[src/rtl/serial_adder_pkg.sv]
// serial_adder_pkg: shared FSM state type, default width and counter-width helper
package serial_adder_pkg;
  typedef enum logic [1:0] {IDLE = 2'd0, SHIFT = 2'd1, DONE = 2'd2} state_t;
  localparam int SA_WIDTH = 8;
  function automatic int cnt_w(input int n);
    return (n < 2) ? 1 : $clog2(n);
  endfunction
endpackage

[src/rtl/serial_adder_if.sv]
// serial_adder_if: request/result bundle of the bit-serial adder
//   master drives start, A, B, CIN; slave drives busy, done, SUM, COUT (and OVF when SERIAL_ADDER_OVF_EN is defined)
interface serial_adder_if import serial_adder_pkg::*; #(parameter int N = SA_WIDTH);
  logic         start;
  logic [N-1:0] A;
  logic [N-1:0] B;
  logic         CIN;
  logic         busy;
  logic         done;
  logic [N-1:0] SUM;
  logic         COUT;
`ifdef SERIAL_ADDER_OVF_EN
  logic         OVF;
  modport master (output start, A, B, CIN, input busy, done, SUM, COUT, OVF);
  modport slave  (input start, A, B, CIN, output busy, done, SUM, COUT, OVF);
`else
  modport master (output start, A, B, CIN, input busy, done, SUM, COUT);
  modport slave  (input start, A, B, CIN, output busy, done, SUM, COUT);
`endif
endinterface

[src/rtl/fulladder.sv]
// fulladder: single-bit full adder
//   X, Y, Z: addend bits and carry-in; S: sum bit; C: carry-out
module fulladder (
  input  logic X,
  input  logic Y,
  input  logic Z,
  output logic S,
  output logic C
);
  assign S = X ^ Y ^ Z;
  assign C = (X & Y) | (Z & (X ^ Y));
endmodule

[src/rtl/serial_adder.sv]
// serial_adder: bit-serial N-bit adder, one bit per clock LSB first, using one fulladder
//   clk, rst_n (async active-low); sa: slave side of serial_adder_if
//   optional OVF output (signed overflow) when SERIAL_ADDER_OVF_EN is defined
module serial_adder import serial_adder_pkg::*; #(
  parameter int N = SA_WIDTH
) (
  input  logic            clk,
  input  logic            rst_n,
  serial_adder_if.slave   sa
);
  localparam int CW = cnt_w(N);
  state_t          r_state, w_next;
  logic [N-1:0]    r_a, r_b, r_sum;
  logic [N-2:0]    r_s;
  logic            r_carry, r_cout;
  logic [CW-1:0]   r_cnt;
  logic            w_s, w_c, w_last;
  fulladder u_fa (.X(r_a[0]), .Y(r_b[0]), .Z(r_carry), .S(w_s), .C(w_c));
  assign w_last = r_cnt == CW'(N - 1);
  always_comb begin
    w_next = (r_state == IDLE)  ? (sa.start ? SHIFT : IDLE) :
             (r_state == SHIFT) ? (w_last ? DONE : SHIFT) : IDLE;
  end
  always_ff @(posedge clk or negedge rst_n) begin
    if (!rst_n) r_state <= IDLE;
    else        r_state <= w_next;
  end
`ifdef SERIAL_ADDER_OVF_EN
  logic r_ovf;
  assign sa.OVF = r_ovf;
`endif
  always_ff @(posedge clk or negedge rst_n) begin
    if (!rst_n) begin
      r_a     <= '0;
      r_b     <= '0;
      r_s     <= '0;
      r_carry <= 1'b0;
      r_cnt   <= '0;
      r_sum   <= '0;
      r_cout  <= 1'b0;
`ifdef SERIAL_ADDER_OVF_EN
      r_ovf   <= 1'b0;
`endif
    end else if (r_state == IDLE && sa.start) begin
      r_a     <= sa.A;
      r_b     <= sa.B;
      r_carry <= sa.CIN;
      r_cnt   <= '0;
    end else if (r_state == SHIFT) begin
      r_a     <= r_a >> 1;
      r_b     <= r_b >> 1;
      // sum bits enter at the top so the word is LSB-aligned after N shifts
      r_s     <= (N-1)'({w_s, r_s} >> 1);
      r_carry <= w_c;
      r_cnt   <= r_cnt + CW'(1);
      if (w_last) begin
        r_sum  <= {w_s, r_s};
        r_cout <= w_c;
`ifdef SERIAL_ADDER_OVF_EN
        // r_carry is the carry into the MSB while the MSB is being added
        r_ovf  <= r_carry ^ w_c;
`endif
      end
    end
  end
  assign sa.busy = r_state == SHIFT;
  assign sa.done = r_state == DONE;
  assign sa.SUM  = r_sum;
  assign sa.COUT = r_cout;
endmodule

[src/flat_wrapper.sv]
// flat-port wrapper written by rule: the top's interface ports become plain ports
module serial_adder_flat import serial_adder_pkg::*;
#(
  parameter int N = SA_WIDTH
)
  (clk, rst_n, sa_start, sa_A, sa_B, sa_CIN, sa_busy, sa_done, sa_SUM, sa_COUT);
  serial_adder_if #(.N(N)) sa_i ();
  input  logic clk;
  input  logic rst_n;
  input wire logic [$bits(sa_i.start)-1:0] sa_start;
  input wire logic [$bits(sa_i.A)-1:0] sa_A;
  input wire logic [$bits(sa_i.B)-1:0] sa_B;
  input wire logic [$bits(sa_i.CIN)-1:0] sa_CIN;
  output wire logic [$bits(sa_i.busy)-1:0] sa_busy;
  output wire logic [$bits(sa_i.done)-1:0] sa_done;
  output wire logic [$bits(sa_i.SUM)-1:0] sa_SUM;
  output wire logic [$bits(sa_i.COUT)-1:0] sa_COUT;
  assign sa_i.start = sa_start;
  assign sa_i.A = sa_A;
  assign sa_i.B = sa_B;
  assign sa_i.CIN = sa_CIN;
  assign sa_busy = sa_i.busy;
  assign sa_done = sa_i.done;
  assign sa_SUM = sa_i.SUM;
  assign sa_COUT = sa_i.COUT;
  serial_adder #(.N(N)) u_core (.clk(clk), .rst_n(rst_n), .sa(sa_i));
endmodule
[config.mk]
export PLATFORM = sky130hd
export DESIGN_NAME = serial_adder_flat
export DESIGN_NICKNAME = d
export VERILOG_FILES = /design/src/rtl/serial_adder_pkg.sv /design/src/rtl/serial_adder_if.sv /design/src/rtl/fulladder.sv /design/src/rtl/serial_adder.sv /design/src/flat_wrapper.sv
export SDC_FILE = /design/constraint.sdc
export NUM_CORES = 1
export LEC_CHECK = 0
export BUFFER_PORTS_ARGS = -buffer_cell sky130_fd_sc_hd__buf_2
export CORE_MARGIN = 2
export CORE_UTILIZATION = 49
export DETAILED_ROUTE_END_ITERATION = 10
export PLACE_DENSITY = 0.82
export SKIP_LAST_GASP = 1
export SYNTH_ARGS = -nofsm -noshare
export SYNTH_HDL_FRONTEND = slang
export SYNTH_HIERARCHICAL = 1
export SYNTH_SLANG_ARGS = --single-unit
[constraint.sdc]
create_clock -name clk -period 1.5 [get_ports clk]
set_clock_uncertainty 0.05 [all_clocks]
set_input_delay 0.3 -clock clk [delete_from_list [all_inputs] [get_ports clk]]
set_output_delay 0.3 -clock clk [all_outputs]
set_load 0.02 [all_outputs]
==> impl_metrics.yaml <==
clock_network:
  cts_tree: "done"
  insertion_delay_ns: 0.36
  clockBufferDepth: 2
  clk_pin_slew_ns: 0.11
  cts_max_level: 2
  root_buffer: "clkbuf_4"
  cts.sinks: 38
  numCtsBuffers: 5
timing:
  finalSetupTns_ns: -0.837
  setup_viol: 23
  period_share_pct: 106
  grt_setup_unrepaired: "yes"
  relSlewSlack_pct: 69.3
  tightest_slew_ns: 0.460
  holdWs_ns: 0.237
  setup_ws_ns: -0.0873
  period_minus_slack_ns: 1.59
  slew_violations: 0
  hold_viol: 0
  max_freq_mhz: 630
floorplan:
  die_h_um: 62.7
  coreArea_um2: 3310
  fp.dieArea_um2: 3930
  initial_core_util_pct: 51.0
  row_count: 21
  io_pins: 31
  die_w_um: 62.7
synthesis:
  mappedNetlistNets: 140
  syn-cell-area_um2: 1690
  synth_seq_area_share_pct: 56.3
  syn_area_per_cell_um2: 14.4
  synth-seq-cells: 38
  synthDistinctLibCells: 22
  ys_warn_count: 6
  syn_inst: 117
min_path:
  hold_path.class: "in2reg"
power:
  peakVddDrop_uv: 1000
  p_per_area_nw_per_um2: 2040
  power.leakage_uw: 0.00104
place:
  port_buffers: 30
  postPlaceCellArea_um2: 1960
  hpwl_mm: 2.13
  place_congestion: 0.778
  dp_slack_ns: -0.0498
critical_path:
  worst_setup_path_start_kind: "flip-flop"
  cp.required_ns: 1.69
  worst-setup-path-type: "reg2reg"
  r2r-end: "u_core/r_a[1]$_DFFE_PN0P_"
  end_kind: "flip-flop"
  crit_slowest_cell: "or4b_1"
  crit_start: "u_core/r_state[0]$_DFF_PN0_"
  worstPathArrival_ns: 1.78
  cp_max_fo: 7
  crit_chain: "buf_12, buf_4, or4b_1, o221a_2"
  worstReg2RegStart: "u_core/r_state[0]$_DFF_PN0_"
  cp_slowest_stage_delay_ns: 0.50
  r2r_cells: 4
  critPathCapture: "u_core/r_a[1]$_DFFE_PN0P_"
  r2r_slack_ns: -0.09
layout:
  fin_area_um2: 2290
  num-nets-final: 191
  fillerInstances: 240
  postLayoutCoreUtil_pct: 69.3
  drive_above_1_share_pct: 60.9
  regArea_um2: 953
  area_delta_synth_final_pct: 35.8
  n_antenna_cell: 0
  multi_input_area_um2: 751
detailed_routing:
  firstDrtPassIters: 4
  viasPerCell: 5.63
  vias: 1211
  ant_nets: 0
  wirelength_mm: 3.54
  wl_per_cell_um: 16.5
  drcViolationCount: 0
  drt_iter0_drc: 36
global_route:
  grt_pass1_wl_mm: 5.86
  grt_max_degree: 39
  grt_pass1_vias: 1259
  grt_usage_pct: 19.6
  gr-total-overflow: 0
  antenna_found_initial: 0
run_status:
  status: "finished with violations"
  violations: "negative setup slack"
job:
  max_cap_violations: 0
-- cell usage in the layout (no fill, tap or decap), types with 2 or more instances in the layout --
master and instances:
dfrtp_1 36, buf_2 28, mux2_2 16, buf_4 12, or4b_1 11, o221a_2 11, buf_6 8, clkbuf_4 5
or4b_4 4, o221a_4 4, buf_12 3, nand2b_1 2, a22o_1 2, nor4bb_1 2, nor3b_1 2, a211o_1 2
ha_1 2, dfrtp_2 2
-- critical path: cells and delay by family (launching register included) --
| family | cells | cell delay (ns) |
|---|---|---|
| and+or+nand+nor | 1 | 0.50 |
| DFF | 1 | 0.47 |
| buffers and inverters | 2 | 0.31 |
| AOI/OAI and AO/OA | 1 | 0.14 |
-- routing by layer --
layer	track usage, %	vias up	share of wire, %
li1	-	566	-
met1	24.0	603	45
met2	31.7	33	49
met3	4.68	9	3.8
met4	11.1	0	2.0
met5	0	-	0
-- worst min-delay path by stage --
stage	from	endpoint	slack [ns]	cells past startpoint
2_1_floorplan	rst_n	u_core/r_a[0]$_DFFE_PN0P_	-0.05	0
3_5_place_dp	rst_n	u_core/sa.SUM[0]$_DFFE_PN0P_	0.32	2
4_1_cts	sa_A[3]	u_core/r_a[3]$_DFFE_PN0P_	0.23	3
5_1_grt	sa_A[3]	u_core/r_a[3]$_DFFE_PN0P_	0.23	3
6_report	sa_A[3]	u_core/r_a[3]$_DFFE_PN0P_	0.24	3
3_3_place_gp	rst_n	u_core/r_s[0]$_DFFE_PN0P_	0.31	2
-- kinds of logic after synthesis --
| kind of cell | count (synthesis) | share of synthesized area (%) |
|---|---|---|
| multiplexers | 17 | 11.3 |
| AO/OA/AOI/OAI | 22 | 13.4 |
| AND/OR/NAND/NOR | 24 | 12.9 |
| buffers and inverters | 13 | 3.48 |
| adder cells (fa/ha/maj) | 3 | 2.67 |
| flip-flops | 38 | 56.3 |
-- synth_stat cells --
master,n,area [um^2]
dfrtp_1,38,951
mux2_2,16,180
o221a_2,15,169
or4b_1,14,140
buf_2,6,30.0
clkbuf_1,3,11.3
nand2b_1,3,18.8
a211o_1,2,17.5
a22o_1,2,17.5
clkbuf_2,2,10.0
ha_1,2,25.0
inv_1,2,7.51
nor3b_1,2,15.0
nor4bb_1,2,20.0
a21oi_1,1,5.00
fa_1,1,20.0
mux2i_1,1,10.0
nand3b_1,1,7.51
nor2b_1,1,6.26
o21ba_2,1,10.0
o21bai_1,1,7.51
or4b_2,1,10.0
-- state kept, by name, summed over array words and instances (netlist names) --
register,cells
u_core/r_a,8
u_core/r_b,8
u_core/sa.SUM,8
u_core/r_s,7
u_core/r_cnt,3
u_core/r_state,2
u_core/r_carry,1
u_core/sa.COUT,1
-- through the flow --
| stage | total power (uW) | std cells |
|---|---|---|
| 3_3_place_gp | 3470 | 192 |
| 5_1_grt | 4950 | 215 |
| 6_report | 4670 | 215 |
| 4_1_cts | 4380 | 208 |
| 3_5_place_dp | 3580 | 192 |
| 2_1_floorplan | 3000 | 117 |
-- repair_timing --
item / 4_1_cts / 5_1_grt
gates cloned: 1 / 1
hold buffers: 1 / 0
setup endpoints to repair: 11 / 26
hold endpoints to repair: 38 / 0
pin swaps: 0 / 14
resized for setup: 8 / 20
buffers inserted: 6 / 6
-- final cells by class --
type                    count  area share [%]
flip-flops and latches     38            41.6
multi-input cells          66            32.7
repair buffers             55            20.0
well taps                  46            2.51
clock buffers               6            2.24
clock inverters             2           0.546
inverters                   2           0.436
-- where the power goes --
part           switching [uW]  total [uW]  leakage [uW]  internal [uW]
Clock                     351         576     0.0000343            225
Combinational             911        2250      0.000560           1340
Sequential                330        1840      0.000449           1510
No activity file was read; power rests on OpenSTA's default activity.
